$ cat src/rtl/alu_pkg.sv
// Shared definitions for the ALU issue/retire slice: op encodings, command
// layout and result width. The command is packed as {a, b, sel}.
package alu_pkg;

  typedef enum logic [1:0] {
    ALU_ADD = 2'b00,
    ALU_SUB = 2'b01,
    ALU_AND = 2'b10,
    ALU_OR  = 2'b11
  } alu_op_e;

  localparam int ALU_CMD_W   = 6;
  localparam int ALU_RES_W   = 3;
  localparam int ALU_SEL_LSB = 0;
  localparam int ALU_B_LSB   = 2;
  localparam int ALU_A_LSB   = 4;

  // Field order matches the offsets above: a in [5:4], b in [3:2], sel in [1:0].
  typedef struct packed {
    logic [1:0] a;
    logic [1:0] b;
    logic [1:0] sel;
  } alu_cmd_t;

  // Arithmetic ops report the ALU's top result bit (carry or borrow);
  // logical ops never set the flag.
  function automatic logic alu_flag(input logic [1:0] sel,
                                    input logic [ALU_RES_W-1:0] res);
    return ((sel == ALU_ADD) || (sel == ALU_SUB)) ? res[ALU_RES_W-1] : 1'b0;
  endfunction

endpackage

$ cat src/rtl/alu_cmd_fifo.sv
// Synchronous command FIFO with explicit occupancy tracking.
// Ports:
//   clk, rst         clock, synchronous active-high reset
//   push_i, wdata_i  write request and data (ignored when full)
//   pop_i            read request (ignored when empty)
//   head_o           entry at the read pointer
//   full_o, empty_o  occupancy flags
//   level_o          number of stored entries, 0..DEPTH
module alu_cmd_fifo #(
  parameter int DEPTH = 4,
  parameter int WIDTH = 6
) (
  input  logic                     clk,
  input  logic                     rst,
  input  logic                     push_i,
  input  logic [WIDTH-1:0]         wdata_i,
  input  logic                     pop_i,
  output logic [WIDTH-1:0]         head_o,
  output logic                     full_o,
  output logic                     empty_o,
  output logic [$clog2(DEPTH):0]   level_o
);

  localparam int AW = $clog2(DEPTH);
  localparam int LW = AW + 1;

  logic [WIDTH-1:0] mem_q [DEPTH];
  logic [AW-1:0]    wr_ptr_q, wr_ptr_d;
  logic [AW-1:0]    rd_ptr_q, rd_ptr_d;
  logic [LW-1:0]    level_q, level_d;
  logic             do_push, do_pop;

  assign full_o  = (level_q == LW'(DEPTH));
  assign empty_o = (level_q == '0);
  assign do_push = push_i && !full_o;
  assign do_pop  = pop_i && !empty_o;
  assign head_o  = mem_q[rd_ptr_q];
  assign level_o = level_q;

  // DEPTH is a power of two, so pointers wrap by natural overflow; the
  // separate level counter keeps full and empty distinct.
  always_comb begin
    wr_ptr_d = wr_ptr_q;
    rd_ptr_d = rd_ptr_q;
    level_d  = level_q;
    if (do_push) wr_ptr_d = wr_ptr_q + AW'(1);
    if (do_pop)  rd_ptr_d = rd_ptr_q + AW'(1);
    case ({do_push, do_pop})
      2'b10:   level_d = level_q + LW'(1);
      2'b01:   level_d = level_q - LW'(1);
      default: level_d = level_q;
    endcase
  end

  always_ff @(posedge clk) begin
    if (rst) begin
      wr_ptr_q <= '0;
      rd_ptr_q <= '0;
      level_q  <= '0;
    end else begin
      wr_ptr_q <= wr_ptr_d;
      rd_ptr_q <= rd_ptr_d;
      level_q  <= level_d;
    end
  end

  // Storage needs no reset: contents are only visible through level.
  always_ff @(posedge clk) begin
    if (do_push) mem_q[wr_ptr_q] <= wdata_i;
  end

endmodule

$ cat src/rtl/alu_issue_stage.sv
// Issue/retire stage around an external combinational 2-bit ALU.
// Commands {a, b, sel} enter on a valid/ready handshake into a FIFO; the FIFO
// head drives the ALU, and the returned result is captured into an output
// register presented on a second valid/ready handshake.
// Ports:
//   clk, rst                          clock, synchronous active-high reset
//   in_valid/in_ready/in_a/in_b/in_sel  command input handshake
//   alu_a/alu_b/alu_sel               head command to the ALU (0 when empty)
//   alu_result                        combinational ALU result
//   out_valid/out_ready               result output handshake
//   out_result/out_sel/out_flag       registered result, op tag, carry/borrow
//   level                             FIFO occupancy
//   op_count                          completed output handshakes (wraps)
module alu_issue_stage
  import alu_pkg::*;
#(
  parameter int DEPTH = 4,
  parameter int CNT_W = 8
) (
  input  logic                   clk,
  input  logic                   rst,
  input  logic                   in_valid,
  output logic                   in_ready,
  input  logic [1:0]             in_a,
  input  logic [1:0]             in_b,
  input  logic [1:0]             in_sel,
  output logic [1:0]             alu_a,
  output logic [1:0]             alu_b,
  output logic [1:0]             alu_sel,
  input  logic [ALU_RES_W-1:0]   alu_result,
  output logic                   out_valid,
  input  logic                   out_ready,
  output logic [ALU_RES_W-1:0]   out_result,
  output logic [1:0]             out_sel,
  output logic                   out_flag,
  output logic [$clog2(DEPTH):0] level,
  output logic [CNT_W-1:0]       op_count
);

  alu_cmd_t in_cmd, head_cmd;
  logic     fifo_full, fifo_empty;
  logic     push, issue, out_hs;

  logic                 out_valid_q,  out_valid_d;
  logic [ALU_RES_W-1:0] out_result_q, out_result_d;
  logic [1:0]           out_sel_q,    out_sel_d;
  logic                 out_flag_q,   out_flag_d;
  logic [CNT_W-1:0]     op_count_q,   op_count_d;

  assign in_cmd = '{a: in_a, b: in_b, sel: in_sel};

  alu_cmd_fifo #(
    .DEPTH (DEPTH),
    .WIDTH (ALU_CMD_W)
  ) u_fifo (
    .clk     (clk),
    .rst     (rst),
    .push_i  (push),
    .wdata_i (in_cmd),
    .pop_i   (issue),
    .head_o  (head_cmd),
    .full_o  (fifo_full),
    .empty_o (fifo_empty),
    .level_o (level)
  );

  // in_ready deliberately ignores a same-cycle pop so it never depends on out_ready.
  assign in_ready = !fifo_full;
  assign push     = in_valid && in_ready;
  assign issue    = !fifo_empty && (!out_valid_q || out_ready);
  assign out_hs   = out_valid_q && out_ready;

  assign alu_a   = fifo_empty ? 2'b00 : head_cmd.a;
  assign alu_b   = fifo_empty ? 2'b00 : head_cmd.b;
  assign alu_sel = fifo_empty ? 2'b00 : head_cmd.sel;

  always_comb begin
    out_valid_d  = out_valid_q;
    out_result_d = out_result_q;
    out_sel_d    = out_sel_q;
    out_flag_d   = out_flag_q;
    op_count_d   = op_count_q;
    if (issue) begin
      out_valid_d  = 1'b1;
      out_result_d = alu_result;
      out_sel_d    = head_cmd.sel;
      out_flag_d   = alu_flag(head_cmd.sel, alu_result);
    end else if (out_hs) begin
      out_valid_d  = 1'b0;
    end
    if (out_hs) op_count_d = op_count_q + CNT_W'(1);
  end

  always_ff @(posedge clk) begin
    if (rst) begin
      out_valid_q  <= 1'b0;
      out_result_q <= '0;
      out_sel_q    <= '0;
      out_flag_q   <= 1'b0;
      op_count_q   <= '0;
    end else begin
      out_valid_q  <= out_valid_d;
      out_result_q <= out_result_d;
      out_sel_q    <= out_sel_d;
      out_flag_q   <= out_flag_d;
      op_count_q   <= op_count_d;
    end
  end

  assign out_valid  = out_valid_q;
  assign out_result = out_result_q;
  assign out_sel    = out_sel_q;
  assign out_flag   = out_flag_q;
  assign op_count   = op_count_q;

endmodule

$ cat config.mk
export PLATFORM = sky130hd
export DESIGN_NAME = alu_issue_stage
export DESIGN_NICKNAME = d
export VERILOG_FILES = /design/src/rtl/alu_pkg.sv /design/src/rtl/alu_cmd_fifo.sv /design/src/rtl/alu_issue_stage.sv
export SDC_FILE = /design/constraint.sdc
export NUM_CORES = 1
export LEC_CHECK = 0
export ABC_AREA = 1
export CORE_MARGIN = 3
export CORE_UTILIZATION = 55
export CTS_CLUSTER_DIAMETER = 40
export DETAILED_ROUTE_END_ITERATION = 8
export GPL_TIMING_DRIVEN = 1
export PLACE_DENSITY = 0.8
export SYNTH_ARGS = -nofsm -noshare
export SYNTH_HDL_FRONTEND = slang
export SYNTH_SLANG_ARGS = --single-unit
$ cat constraint.sdc
create_clock -name clk -period 2.6 [get_ports clk]
set_input_delay 0.52 -clock clk [delete_from_list [all_inputs] [get_ports clk]]
set_output_delay 0.52 -clock clk [all_outputs]
set_load 0.01 [all_outputs]
# Word level (Yosys, flattened, before mapping)

Memory sizes are Yosys's and may differ from the RTL's. A register that Yosys moved wholly into a read port is not among the register bits.
Index checks and enable logic that the tools add are counted.

Register bits: 22
Memory bits (writable): 24
Input port bits: 13
Output and inout port bits: 25
Word-level logic and storage cells: 43
Memories: 1

Add/subtract/negate cells: 5
Equal/unequal tests: 4
Mux-type cells: 11
Reductions and logical operators: 14

Memories:

| name         | depth | width | rd ports | clocked after memory_dff | wr ports | RTL line           | source |
|---|---|---|---|---|---|---|---|
| u_fifo.mem_q | 4     | 6     | 1        | 1                        | 1        | alu_cmd_fifo.sv:27 | `logic [WIDTH-1:0] mem_q [DEPTH];` |

Operators with widths:

| operator              | count |
|---|---|
| $mux W2               | 5 |
| $add A8 B1 Y8 const B | 1 |
| $pmux W3 S2           | 1 |
| $logic_and A1 B1 Y1   | 5 |
| $mux W1               | 5 |
| $add A2 B1 Y2 const B | 2 |
| $eq A2 B1 Y1 const B  | 2 |
| $reduce_bool A2 Y1    | 2 |
| $add A3 B1 Y3 const B | 1 |
| $eq A3 B3 Y1 const B  | 1 |
| $logic_not A1 Y1      | 3 |
| $logic_not A3 Y1      | 1 |
| $sub A3 B1 Y3 const B | 1 |
| $eq A2 B2 Y1 const B  | 1 |
| $logic_not A2 Y1      | 1 |
| $logic_or A1 B1 Y1    | 2 |

# Logic depth before layout (Yosys ltp)

Word-level depth: 6
Gate-level depth with buffers: 12
Gate-level depth less buffers: 12

# Cells and area by module

Synthesis repeated with hierarchy kept, for this count alone.

Cell total of the unflattened synthesis: 236
Area, all modules: 2110.8 sq um

Modules (own cells, without submodules):

| module          | times used | cells each | area an instance (sq um) | sequential area each (sq um) |
|---|---|---|---|---|
| alu_cmd_fifo    | 1          | 128        | 1395.1                   | 900.9 |
| alu_issue_stage | 1          | 108        | 715.7                    | 300.3 |

# Worst setup path after synthesis

Ideal clock, no wire load.

Path kind: input -> register
From: input out_ready
To: register u_fifo.level_q[2] (netlist: u_fifo.level_o[2])
Setup time: 0.119 ns
Data arrival time: 1.754 ns
Data required time: 2.481 ns
Setup slack: 0.726 ns
Cell stages on the path: 11
Buffers on the path: 0
Cell sequence: inv_1 -> nand2_1 -> nand2_4 -> inv_2 -> ha_1 -> inv_1 -> fa_1 -> nand2_1 -> nand3_1 -> o21ai_0 -> a21oi_1

Longest elaborated chain between the ends: 5
Elaborated cells between the ends (all ways): 7
Classes of those cells: 2 x eq/ne; 1 x mux; 4 x reduce/logical

Ends and longest elaborated chain:

| element                                                  | RTL line              | source |
|---|---|---|
| start: declaration                                       | alu_issue_stage.sv:32 | `input logic out_ready,` |
| $logic_or A1 B1 Y1 *                                     | alu_issue_stage.sv:70 | `assign issue = !fifo_empty && (!out_valid_q \|\| out_ready);` |
| $logic_and A1 B1 Y1 *                                    | alu_issue_stage.sv:70 |  |
| named net issue                                          | alu_issue_stage.sv:42 | `logic push, issue, out_hs;` |
| $logic_and A1 B1 Y1 *                                    | alu_cmd_fifo.sv:36    | `assign do_pop = pop_i && !empty_o;` |
| $eq A2 B1 Y1 / $eq A2 B2 Y1 (equally long branches)      | alu_cmd_fifo.sv:48    | `case ({do_push, do_pop})` |
| $pmux W3 S2 / $reduce_bool A2 Y1 (equally long branches) | --                    |  |
| end signal: assignment                                   | alu_cmd_fifo.sv:63    | `level_q <= level_d;` |
| end: declaration                                         | alu_cmd_fifo.sv:30    | `logic [LW-1:0] level_q, level_d;` |

The timed path passes the listed nets; every way through them passes the cells marked *.
A chain may end at the register's enable or synchronous reset.

==> results.sh <==
export IMPL_wl_mm=3.63
export IMPL_cts_inserted_buffers=5
export IMPL_cts_hold_repair_buffers=0
export IMPL_first_global_vias=1357
export IMPL_overflow=0
export IMPL_setup_violations=0
export IMPL_syn_to_final_growth_pct=24.1
export IMPL_fin_setup_tns_ns=0
export IMPL_finalCriticalPeriod_ns=2.45
export IMPL_fin_ws_ns=0.151
export IMPL_resized_gates_after_cts=0
export IMPL_top_level_port_count=38
export IMPL_cellLeakagePower_nw=1.03
export IMPL_slew_viol_final=0
export IMPL_seq_power_share_pct=42.1
export IMPL_insertedDiodeCount=0
export IMPL_post_route_cells_drive_above_1_share_pct=7.52
export IMPL_post_cts_setup_buffers=0
export IMPL_synth_cell_types=21
export IMPL_chipWidth_um=67.1
export IMPL_dr_total_vias=1516
export IMPL_number_of_antenna_violations_at_the_first_check_in_global_routing=0
export IMPL_drv_cap=0
export IMPL_wl_per_cell_um=11.6
export IMPL_initial_utilization_pct=59.2
export IMPL_hold_path_startpoint="out_result[2]"
export IMPL_syn_instance_count=224
export IMPL_clock_power_share_pct=17.3
export IMPL_power_frac_comb_pct=40.6
export IMPL_max_clock_path_buffers=2
export IMPL_placeableCoreArea_sq_um=3470
export IMPL_syn_num_nets=244
export IMPL_crit_path_cell_trace="inv_1 > nor2_1 > o21ai_0 > a21oi_1 > clkdlybuf4s50_1"
export IMPL_grt_setup_unrepaired="no"
export IMPL_fp_dieArea_sq_um=4500
export IMPL_detail_route_iter0_violations=154
export IMPL_internal_power_mw=1.58
export IMPL_final_net_count=285
export IMPL_dr_pass1_iters=4
export IMPL_viasPerCell=4.86
export IMPL_fin_skew_ns=0.00513
export IMPL_portBuffers=37
export IMPL_chip_height_um=67.1
export IMPL_cts_tree="built"
export IMPL_switching_power_mw=0.907
export IMPL_place_hpwl_mm=2.63
export IMPL_syn_area_sq_um=2050
export IMPL_finish_utilization_pct=73.4
export IMPL_worst_skew_pair_late_latency_ns=0.29
export IMPL_worst_path_dominant_cell_family="buffers and inverters"
export IMPL_peakVddDrop_mv=0.758
export IMPL_seq_area_frac_synth_pct=58.5
export IMPL_final_estimated_routing_congestion_in_global_placement=0.709
export IMPL_final_hold_viol_count=0
export IMPL_row_count=21
export IMPL_holdCritPathClass="reg -> reg"
export IMPL_drc=0
export IMPL_cts_sink_count=48
export IMPL_final_period_utilization_pct=94.2
export IMPL_synth_area_per_cell_sq_um=9.17
export IMPL_yosys_warnings=0
export IMPL_critical_path_max_stage_delay_ns=0.56
export IMPL_ctsRootBufferMaster="sky130_fd_sc_hd__clkbuf_8"
export IMPL_ant_nets=0
export IMPL_status="finished clean"
export IMPL_grt_max_degree=19
export IMPL_grt_use_total_pct=17.6
export IMPL_cts_htree_levels=2
export IMPL_max_slew_margin_pct=60.3
export IMPL_dp_worst_setup_slack_ns=0.0751
export IMPL_ys_seq_elements=48
export IMPL_power_switching_share_pct=36.5
export IMPL_power_density_nw_per_um2=976
export IMPL_r2r_start="u_fifo.level_o[0]"
export IMPL_clock_transition_at_the_register_clock_pins_on_the_worst_setup_and_hold_paths_after_cts_ns=0.08
export IMPL_critical_path_data_required_time_ns=2.08
export IMPL_start_kind="flip-flop"
export IMPL_kind_of_capture_point_of_the_worst_setup_path="output pin"
export IMPL_crit_path_top_delay_cell="sky130_fd_sc_hd__clkdlybuf4s50_1"
export IMPL_grt_pass1_wl_mm=5.83
export IMPL_timing_worst_slew_pin_value_ns=0.593
export IMPL_timing_setup_critical_path_class="reg -> out"
export IMPL_maxClockFrequency_mhz=408
export IMPL_arrival_ns=1.93
export IMPL_worst_path_max_fanout=7
export IMPL_worst_path_buf_inv=2
## cell families after synthesis
family / share of synthesized area [%]
AOI/OAI and AO/OA: 10.2
xor gates and xnor gates: 0.427
adders and majority gates: 4.63
buffers and inverters: 8.10
DFF: 58.5
and+or+nand+nor: 18.1
## worst paths after layout
| check | endpoint | slack, ns | depth (start not counted) |
|---|---|---|---|
| min reg2reg | out_result[2] | 0.48 | 2 |
| max reg2reg | u_fifo.level_o[2] | 0.67 | 11 |
| min | out_result[2] | 0.48 | 2 |
| max | alu_a[1] | 0.15 | 5 |
## synth_stat cells
cell                       number  area share (%)
sky130_fd_sc_hd__nor2_1        40             7.3
sky130_fd_sc_hd__inv_1         35             6.4
sky130_fd_sc_hd__nand2_1       31             5.7
sky130_fd_sc_hd__dfxtp_1       24              23
sky130_fd_sc_hd__edfxtp_1      24              35
sky130_fd_sc_hd__o21ai_0       21             5.1
sky130_fd_sc_hd__a21oi_1       16             3.9
sky130_fd_sc_hd__nand3_1        7             1.7
sky130_fd_sc_hd__ha_1           6             3.7
sky130_fd_sc_hd__nand2_2        3            0.91
sky130_fd_sc_hd__nor2_2         3            0.91
sky130_fd_sc_hd__buf_6          2             1.1
sky130_fd_sc_hd__inv_2          2            0.37
sky130_fd_sc_hd__nand2_4        2             1.1
sky130_fd_sc_hd__nor3_1         2            0.49
sky130_fd_sc_hd__buf_2          1            0.24
sky130_fd_sc_hd__fa_1           1            0.98
sky130_fd_sc_hd__o211ai_2       1            0.61
sky130_fd_sc_hd__o21ai_1        1            0.24
sky130_fd_sc_hd__o21bai_1       1            0.37
sky130_fd_sc_hd__xor2_1         1            0.43
## metrics by stage
step	hold WS, ns	power (mW)	instances	cell area [sq um]
2_1_floorplan	0.460	1.66	224	2050
3_3_place_gp	0.466	2.05	304	2450
3_5_place_dp	0.461	2.07	304	2450
4_1_cts	0.475	2.51	312	2550
5_1_grt	0.500	2.67	312	2550
6_report	0.478	2.49	312	2550
## flip-flops by register name, summed over array words and instances, names as in the netlist, named ones only
signal and cells:
out_sel 2, out_flag 1, out_result 3, op_count 8
out_valid 1, u_fifo.mem_q 24, u_fifo.level_o 3, u_fifo.rd_ptr_q 2
u_fifo.wr_ptr_q 2
## power by group through the flow
stage	registers, mW	logic, mW	clock network, mW
floorplan	1.06	0.595	0
global placement	1.06	0.986	0
detailed placement	1.06	1.01	0
CTS	1.04	1.02	0.443
global route	1.07	1.13	0.479
finish	1.05	1.01	0.431
## cell type report
class | instances | area, sq um
fillers | 265 | 921
repair buffers | 37 | 370
inverters | 37 | 139
well taps | 46 | 57.6
flip-flops and latches | 48 | 1200
multi-input cells | 136 | 686
clock inverters | 3 | 23.8
clock buffers | 5 | 68.8
## worst reg2reg max path: cells and delay by family (launching register included)
kind	cells	cell delay [ns]
flip-flops	1	0.41
adder cells (fa/ha/maj)	2	0.56
buffers and inverters	2	0.19
AO/OA/AOI/OAI	2	0.21
AND/OR/NAND/NOR	5	0.45
## cells in the final DEF (no fill, tap or decap), types with 2 or more instances in the layout
master,count
sky130_fd_sc_hd__clkbuf_8,5
sky130_fd_sc_hd__nand2_4,2
sky130_fd_sc_hd__nand2_2,3
sky130_fd_sc_hd__dfxtp_1,23
sky130_fd_sc_hd__inv_2,2
sky130_fd_sc_hd__a21oi_1,16
sky130_fd_sc_hd__ha_1,6
sky130_fd_sc_hd__inv_1,35
sky130_fd_sc_hd__clkinvlp_4,2
sky130_fd_sc_hd__nor2_2,3
sky130_fd_sc_hd__clkdlybuf4s50_1,37
sky130_fd_sc_hd__nor3_1,2
sky130_fd_sc_hd__nand2_1,31
sky130_fd_sc_hd__o21ai_0,21
sky130_fd_sc_hd__nor2_1,40
sky130_fd_sc_hd__edfxtp_1,24
sky130_fd_sc_hd__nand3_1,7
## routing by layer
layer / vias to the layer above / part of all wire (%) / GRT usage (%) / wire (um)
li1: 800 / - / - / -
met1: 665 / 50 / 22.7 / 1800
met2: 46 / 44 / 28.2 / 1580
met3: 5 / 5.8 / 5.73 / 211
met4: 0 / 0.85 / 5.06 / 31
met5: - / 0 / 0 / 0
Note: power is estimated with default switching activity, not from simulation.
